### src/rtl/fir_tap_sequencer.sv
// Control FSM for a serial single-MAC FIR: one chain shift per sample, then a 0..P_TAPS-1 tap sweep.
// Optional saturating refused-request counter enabled by defining SEQ_DROP_CNT_EN.
module fir_tap_sequencer #(
    parameter int P_TAPS  = 10,
    parameter int P_SEL_W = 4
) (
    input  logic               iClk,
    input  logic               iRsn,
    input  logic               iInValid,
    output logic               oInReady,
    output logic               oEnDelay,
    output logic [P_SEL_W-1:0] oInSel,
    output logic               oMacClr,
    output logic               oMacEn,
    output logic               oMacLast,
    output logic               oOutValid,
    input  logic               iOutReady,
    output logic [7:0]         oDropCnt
);

    typedef enum logic [1:0] {IDLE, SHIFT, SWEEP, DONE} state_t;

    localparam logic [P_SEL_W-1:0] LAST_SEL = P_SEL_W'(P_TAPS - 1);

    state_t             state_reg, state_next;
    logic [P_SEL_W-1:0] cnt_reg, cnt_next;

    logic               en_delay_reg, en_delay_next;
    logic [P_SEL_W-1:0] sel_reg, sel_next;
    logic               mac_clr_reg, mac_clr_next;
    logic               mac_en_reg, mac_en_next;
    logic               mac_last_reg, mac_last_next;
    logic               out_valid_reg, out_valid_next;
    logic               sweep_next;

    // Outputs are registered from the next-state decode so they line up with the state they describe.
    always_comb begin
        state_next = state_reg;
        cnt_next   = cnt_reg;
        case (state_reg)
            IDLE: begin
                if (iInValid) begin
                    state_next = SHIFT;
                end
            end
            SHIFT: begin
                state_next = SWEEP;
                cnt_next   = '0;
            end
            SWEEP: begin
                if (cnt_reg == LAST_SEL) begin
                    state_next = DONE;
                    cnt_next   = '0;
                end else begin
                    cnt_next = cnt_reg + P_SEL_W'(1);
                end
            end
            DONE: begin
                if (iOutReady) begin
                    state_next = IDLE;
                end
            end
            default: begin
                state_next = IDLE;
                cnt_next   = '0;
            end
        endcase

        sweep_next     = (state_next == SWEEP);
        en_delay_next  = (state_next == SHIFT);
        sel_next       = sweep_next ? cnt_next : '0;
        mac_en_next    = sweep_next;
        mac_clr_next   = sweep_next && (cnt_next == '0);
        mac_last_next  = sweep_next && (cnt_next == LAST_SEL);
        out_valid_next = (state_next == DONE);
    end

    always_ff @(posedge iClk or negedge iRsn) begin
        if (!iRsn) begin
            state_reg     <= IDLE;
            cnt_reg       <= '0;
            en_delay_reg  <= 1'b0;
            sel_reg       <= '0;
            mac_clr_reg   <= 1'b0;
            mac_en_reg    <= 1'b0;
            mac_last_reg  <= 1'b0;
            out_valid_reg <= 1'b0;
        end else begin
            state_reg     <= state_next;
            cnt_reg       <= cnt_next;
            en_delay_reg  <= en_delay_next;
            sel_reg       <= sel_next;
            mac_clr_reg   <= mac_clr_next;
            mac_en_reg    <= mac_en_next;
            mac_last_reg  <= mac_last_next;
            out_valid_reg <= out_valid_next;
        end
    end

    assign oInReady  = (state_reg == IDLE);
    assign oEnDelay  = en_delay_reg;
    assign oInSel    = sel_reg;
    assign oMacClr   = mac_clr_reg;
    assign oMacEn    = mac_en_reg;
    assign oMacLast  = mac_last_reg;
    assign oOutValid = out_valid_reg;

`ifdef SEQ_DROP_CNT_EN
    logic [7:0] drop_cnt_reg;

    always_ff @(posedge iClk or negedge iRsn) begin
        if (!iRsn) begin
            drop_cnt_reg <= 8'd0;
        end else if (iInValid && (state_reg != IDLE) && (drop_cnt_reg != 8'hFF)) begin
            drop_cnt_reg <= drop_cnt_reg + 8'd1;
        end
    end

    assign oDropCnt = drop_cnt_reg;
`else
    assign oDropCnt = 8'd0;
`endif

endmodule
### config.mk
export PLATFORM = sky130hd
export DESIGN_NAME = fir_tap_sequencer
export DESIGN_NICKNAME = d
export VERILOG_FILES = /design/src/rtl/fir_tap_sequencer.sv
export SDC_FILE = /design/constraint.sdc
export NUM_CORES = 1
export LEC_CHECK = 0
export ABC_AREA = 1
export ABC_CLOCK_PERIOD_IN_PS = 1600
export CAP_MARGIN = 20
export CORE_AREA = 2 2 49 51
export CTS_CLUSTER_DIAMETER = 100
export CTS_CLUSTER_SIZE = 28
export DETAILED_ROUTE_END_ITERATION = 10
export DIE_AREA = 0 0 51 53
export GPL_TIMING_DRIVEN = 0
export PLACE_DENSITY = 0.65
export SETUP_SLACK_MARGIN = 0.4
export SKIP_LAST_GASP = 1
export SLEW_MARGIN = 20
export SYNTH_ARGS = -nofsm -noshare
export SYNTH_HDL_FRONTEND = slang
export SYNTH_SLANG_ARGS = --single-unit
export TNS_END_PERCENT = 1
### constraint.sdc
create_clock -name iClk -period 1.6 [get_ports iClk]
set_input_delay 0.24 -clock iClk [delete_from_list [all_inputs] [get_ports iClk]]
set_output_delay 0.24 -clock iClk [all_outputs]
set_load 0.02 [all_outputs]
# --- After elaboration in Yosys (flattened, before gate mapping) ---
# Index checks and enable logic that the tools add are counted.
totals:
  register_bits: 15
  inputBits: 4
  out_inout_bits: 18
  word_cells: 28
classes:
  addsub: 1
  eq_ne: 8
  muxes: 7
  reduce_logical: 4
ops:
  columns: ["cell", "n"]
  rows:
  - ["== test 2 bit (second input constant)", 4]
  - ["== test 4 bit (second input constant)", 2]
  - ["2-to-1 mux 4 bit", 2]
  - ["case mux 2 bit (4 select lines)", 1]
  - ["case mux 4 bit (2 select lines)", 1]
  - ["2-to-1 mux 2 bit", 3]
  - ["adder 4 x 1 -> 4 bit (second input constant)", 1]
  - ["== test 2 x 1 -> 1 bit (second input constant)", 2]
  - ["logical NOT 4 bit", 1]
  - ["logical AND 1 bit", 2]
  - ["logical NOT 2 bit", 1]

# --- Longest topological paths before layout ---
# Gate-level depths: netlist of the first run.
logic_depth:
  ltp_word: 5
  depth_mapped: 9
  ltp_nobuf: 9

# --- Least setup slack after synthesis of the first run ---
# No wires, ideal clock.
synth_path:
  path_type: "register to register"
  start: "register state_reg[0]"
  end: "register mac_clr_reg (netlist: oMacClr)"
  setup_ns: 0.115
  arrival_ns: 1.341
  t_required_ns: 1.485
  setup_slack_ns: 0.145
  stages_incl_launch_ff: 8
  path_buffers: 0
  synth_period_minus_slack_ns: 1.455
  path_cell_list: "dfrtp_1 > inv_1 > ha_1 > or2_2 > nand2_1 > nor2_1 > nand2_2 > nor2_1"
synth_between:
  elab_chain_cells: 4
  word_cells_on_any_way: 12
  classes_between: "4 x eq/ne; 5 x mux; 3 x reduce/logical"
synth_rtl:
  columns: ["item", "line_no", "rtl"]
  rows:
  - ["from (decl)", "25", "state_t state_reg, state_next;"]
  - ["from (signal assigned)", "89", "state_reg <= state_next;"]
  - ["== test 2 bit / == test 2 x 1 -> 1 bit (equally long branches)", "40", "case (state_reg)"]
  - ["case mux 4 bit (2 select lines) *", "40", null]
  - ["named net cnt_next[1]", "26", "logic [P_SEL_W-1:0] cnt_reg, cnt_next;"]
  - ["logical NOT 4 bit *", "73", "mac_clr_next = sweep_next && (cnt_next == '0);"]
  - ["logical AND 1 bit *", "73", null]
  - ["named net mac_clr_next", "30", "logic mac_clr_reg, mac_clr_next;"]
  - ["to (signal assigned)", "93", "mac_clr_reg <= mac_clr_next;"]
  - ["to (decl)", "30", null]
# Mark *: on every way through the listed nets, which the timed path passes. The rest lies on a longest branch.

# --- Worst setup path after layout of the first run ---
layout_path:
  start: "register state_reg[1]"
  end: "register mac_clr_reg (netlist: oMacClr)"
# The elaborated chain is that of the path after synthesis.

==> impl_metrics.prom, run 1 <==
# TYPE chip_impl_metric gauge
chip_impl_metric{name="yosysSeqAreaShare",unit="%"} 45.5
chip_impl_metric{name="synthCells",unit=""} 92
chip_impl_metric{name="crit_required",unit="ns"} 1.77
chip_impl_metric{name="io_pins",unit=""} 22
chip_impl_info{name="min_path_type",value="primary input to async pin"} 1
chip_impl_metric{name="grt_antenna_before_repair",unit=""} 0
chip_impl_metric{name="grt_usage",unit="%"} 10.8
chip_impl_metric{name="nets",unit=""} 129
chip_impl_metric{name="grt_pass1_wl",unit="mm"} 2.14
chip_impl_metric{name="hold_slack",unit="ns"} 0.350
chip_impl_metric{name="place.detailed.hpwl",unit="mm"} 1.05
chip_impl_metric{name="dr.pass1.iters",unit=""} 4
chip_impl_metric{name="synth_area",unit="µm²"} 826
chip_impl_metric{name="vdd.ir_drop.worst",unit="mV"} 0.943
chip_impl_metric{name="crit_path_max_fanout",unit=""} 7
chip_impl_info{name="final_common_cell",value="dfrtp_1"} 1
chip_impl_metric{name="int_pwr",unit="mW"} 1.08
chip_impl_metric{name="preCtsSetupSlack",unit="ns"} 0.0990
chip_impl_metric{name="min_period_over_period",unit="%"} 90.3
chip_impl_metric{name="fmax",unit="MHz"} 692
chip_impl_metric{name="finalClockSkew",unit="ns"} 0.00181
chip_impl_metric{name="die_area",unit="µm²"} 2700
chip_impl_metric{name="port_bufs",unit=""} 13
chip_impl_metric{name="layout-drive-gt1-share",unit="%"} 36.4
chip_impl_info{name="layout.cells.most_common_list",value="dfrtp_1 (14), nand2_1 (13), buf_4 (10)"} 1
chip_impl_metric{name="worst_slew_margin_rel",unit="%"} 59.5
chip_impl_metric{name="htree_num_levels",unit=""} 1
chip_impl_metric{name="detail-route-antenna-nets",unit=""} 0
chip_impl_info{name="critPathKind",value="flip-flop to flip-flop"} 1
chip_impl_metric{name="number_of_buffers_inserted_by_hold_repair_at_cts",unit=""} 0
chip_impl_info{name="status",value="finished, final reports clean"} 1
chip_impl_metric{name="routed_wire_length_per_instance",unit="µm"} 9.00
chip_impl_metric{name="yosys.cell_types.count",unit=""} 22
chip_impl_metric{name="drtIter0Drc",unit=""} 2
chip_impl_metric{name="gp_congestion",unit=""} 0.765
chip_impl_metric{name="finalWirelength",unit="mm"} 1.31
chip_impl_metric{name="clkLatencyLatePin",unit="ns"} 0.27
chip_impl_metric{name="tns",unit="ns"} 0
chip_impl_metric{name="p_leak",unit="nW"} 0.594
chip_impl_metric{name="vias_in_the_first_global_route",unit=""} 552
chip_impl_metric{name="yosysWarningCount",unit=""} 0
chip_impl_metric{name="layout.cell_area.non_filler",unit="µm²"} 1100
chip_impl_metric{name="net_sw_share",unit="%"} 45.2
chip_impl_metric{name="power",unit="mW"} 1.97
chip_impl_metric{name="max_slew.worst_pin.slew",unit="ns"} 0.606
chip_impl_metric{name="post_synth.cell_area_avg",unit="µm²"} 8.98
chip_impl_metric{name="vias",unit=""} 584
chip_impl_info{name="tritoncts",value="yes"} 1
chip_impl_metric{name="cts.clk_slew.worst_paths",unit="ns"} 0.08
chip_impl_metric{name="fp-row-count",unit=""} 17
chip_impl_metric{name="worst_ep_arrival_time",unit="ns"} 1.61
chip_impl_info{name="start_kind",value="flip-flop"} 1
chip_impl_metric{name="cts.sinks",unit=""} 15
chip_impl_metric{name="post_place_cell_area",unit="µm²"} 1040
chip_impl_metric{name="fin_ws",unit="ns"} 0.155
chip_impl_metric{name="drc_errors",unit=""} 0
chip_impl_metric{name="vias_per_cell",unit=""} 4.00
chip_impl_metric{name="initial_utilization",unit="%"} 38.4
chip_impl_info{name="grt_setup_unrepaired",value="yes"} 1
chip_impl_metric{name="global_route.overflow_total",unit=""} 0
chip_impl_metric{name="ctsLongestPathBuffers",unit=""} 2
chip_impl_metric{name="grt_start_max_net_pins",unit=""} 16
chip_impl_metric{name="cts_made_buffers",unit=""} 3
chip_impl_metric{name="max-cap-violations",unit=""} 0
chip_impl_metric{name="power.switching",unit="mW"} 0.891
chip_impl_info{name="cts_root_buffer",value="clkbuf_4"} 1
chip_impl_metric{name="die_h",unit="µm"} 53
chip_impl_metric{name="finalHoldViolCount",unit=""} 0
chip_impl_metric{name="postLayoutCoreUtil",unit="%"} 51.1
chip_impl_metric{name="pwr-share-seq",unit="%"} 29.4
chip_impl_metric{name="core_area",unit="µm²"} 2150
chip_impl_metric{name="power_density",unit="nW/µm²"} 1790
chip_impl_metric{name="max_transition_viols_final",unit=""} 0
chip_impl_metric{name="die_w",unit="µm"} 51
chip_impl_metric{name="antenna_cells",unit=""} 0
chip_impl_metric{name="post_layout_nonfiller_instances",unit=""} 146
chip_impl_metric{name="post-place-cells",unit=""} 140
chip_impl_metric{name="fin_crit",unit="ns"} 1.44
chip_impl_metric{name="layout-area-overhead-vs-synth",unit="%"} 33.0
chip_impl_metric{name="share_clk_of_total_power",unit="%"} 10.1
chip_impl_metric{name="postSynthRegisterBits",unit=""} 15
chip_impl_metric{name="combPwrFrac",unit="%"} 60.5
chip_impl_metric{name="final_setup_violation_count",unit=""} 0
chip_impl_info{name="crit_path_end_kind",value="flip-flop"} 1
[layer usage]
| metal | up-vias | global-route usage, % | share of wire [%] |
|---|---|---|---|
| li1 | 319 | - | - |
| met1 | 251 | 12.3 | 47 |
| met2 | 12 | 18.8 | 47 |
| met3 | 2 | 0.847 | 4.6 |
| met4 | 0 | 8.11 | 1.6 |
| met5 | - | 0 | 0 |
[path summary, 6_finish.rpt]
kind / to / slack, ns / cells past startpoint / from
max: oMacClr / 0.16 / 9 / state_reg[1]
min: state_reg[0] / 0.35 / 1 / iRsn
max reg2reg: oMacClr / 0.16 / 9 / state_reg[1]
min reg2reg: cnt_reg[0] / 0.61 / 3 / cnt_reg[0]
max in group asynchronous: cnt_reg[0] / 0.82 / 1 / iRsn
min in group iClk: cnt_reg[0] / 0.61 / 3 / cnt_reg[0]
[Yosys cell counts (all sizes together)]
master,count,area (µm²)
nand2,21,88.8
dfrtp,15,375
inv,14,52.6
nor2,10,45.0
buf,8,60.1
ha,6,75.1
nand3,5,40.0
a21oi,2,21.3
clkinv,2,8.75
nand3b,2,15.0
o21ai,2,10.0
and2,1,6.26
conb,1,3.75
nand4,1,6.26
o21bai,1,11.3
or2,1,6.26
[cells by family after synthesis]
| family | synth area share, % |
|---|---|
| fa+ha+maj | 9.09 |
| other cells | 0.454 |
| simple gates | 25.2 |
| compound gates | 5.15 |
| buf+inv | 14.7 |
| flops | 45.5 |
[power groups by stage]
stage,Sequential [mW],Combinational [mW],Clock [mW]
finish,0.580,1.19,0.199
global route,0.590,1.34,0.223
CTS,0.573,1.13,0.210
detailed placement,0.584,1.08,0
global placement,0.583,1.07,0
floorplan,0.634,0.766,0
[layout make-up]
cell class	count	area (µm²)
plain buffers	8	60.1
clock buffers	3	22.5
clock inverters	1	5.00
fillers	209	1050
inverters	16	63.8
multi-input cells	60	402
flip-flops and latches	15	377
well taps	28	35.0
repair buffers	15	134
[worst max-delay path, stage by stage (launching register included)]
cell and delay [ns]:
dfrtp_1 0.42, inv_2 0.08, ha_4 0.32, nand2_1 0.07, inv_2 0.06, nand2_2 0.06
a21oi_4 0.18, inv_2 0.05, nand2_1 0.05, nor2_1 0.04
[timing repair]
item                       CTS  global route
setup buffers                2             0
gates resized for setup     11            10
pin swaps                    1             4
setup endpoints to repair   25            25
(Power assumes the default switching activity.)
==> run 2: changes to the inputs <==
CTS_CLUSTER_SIZE = 24   (was 28)
==> results of run 2 <==
Same layout as run 1: the final DEF is identical, and so are final timing and power.
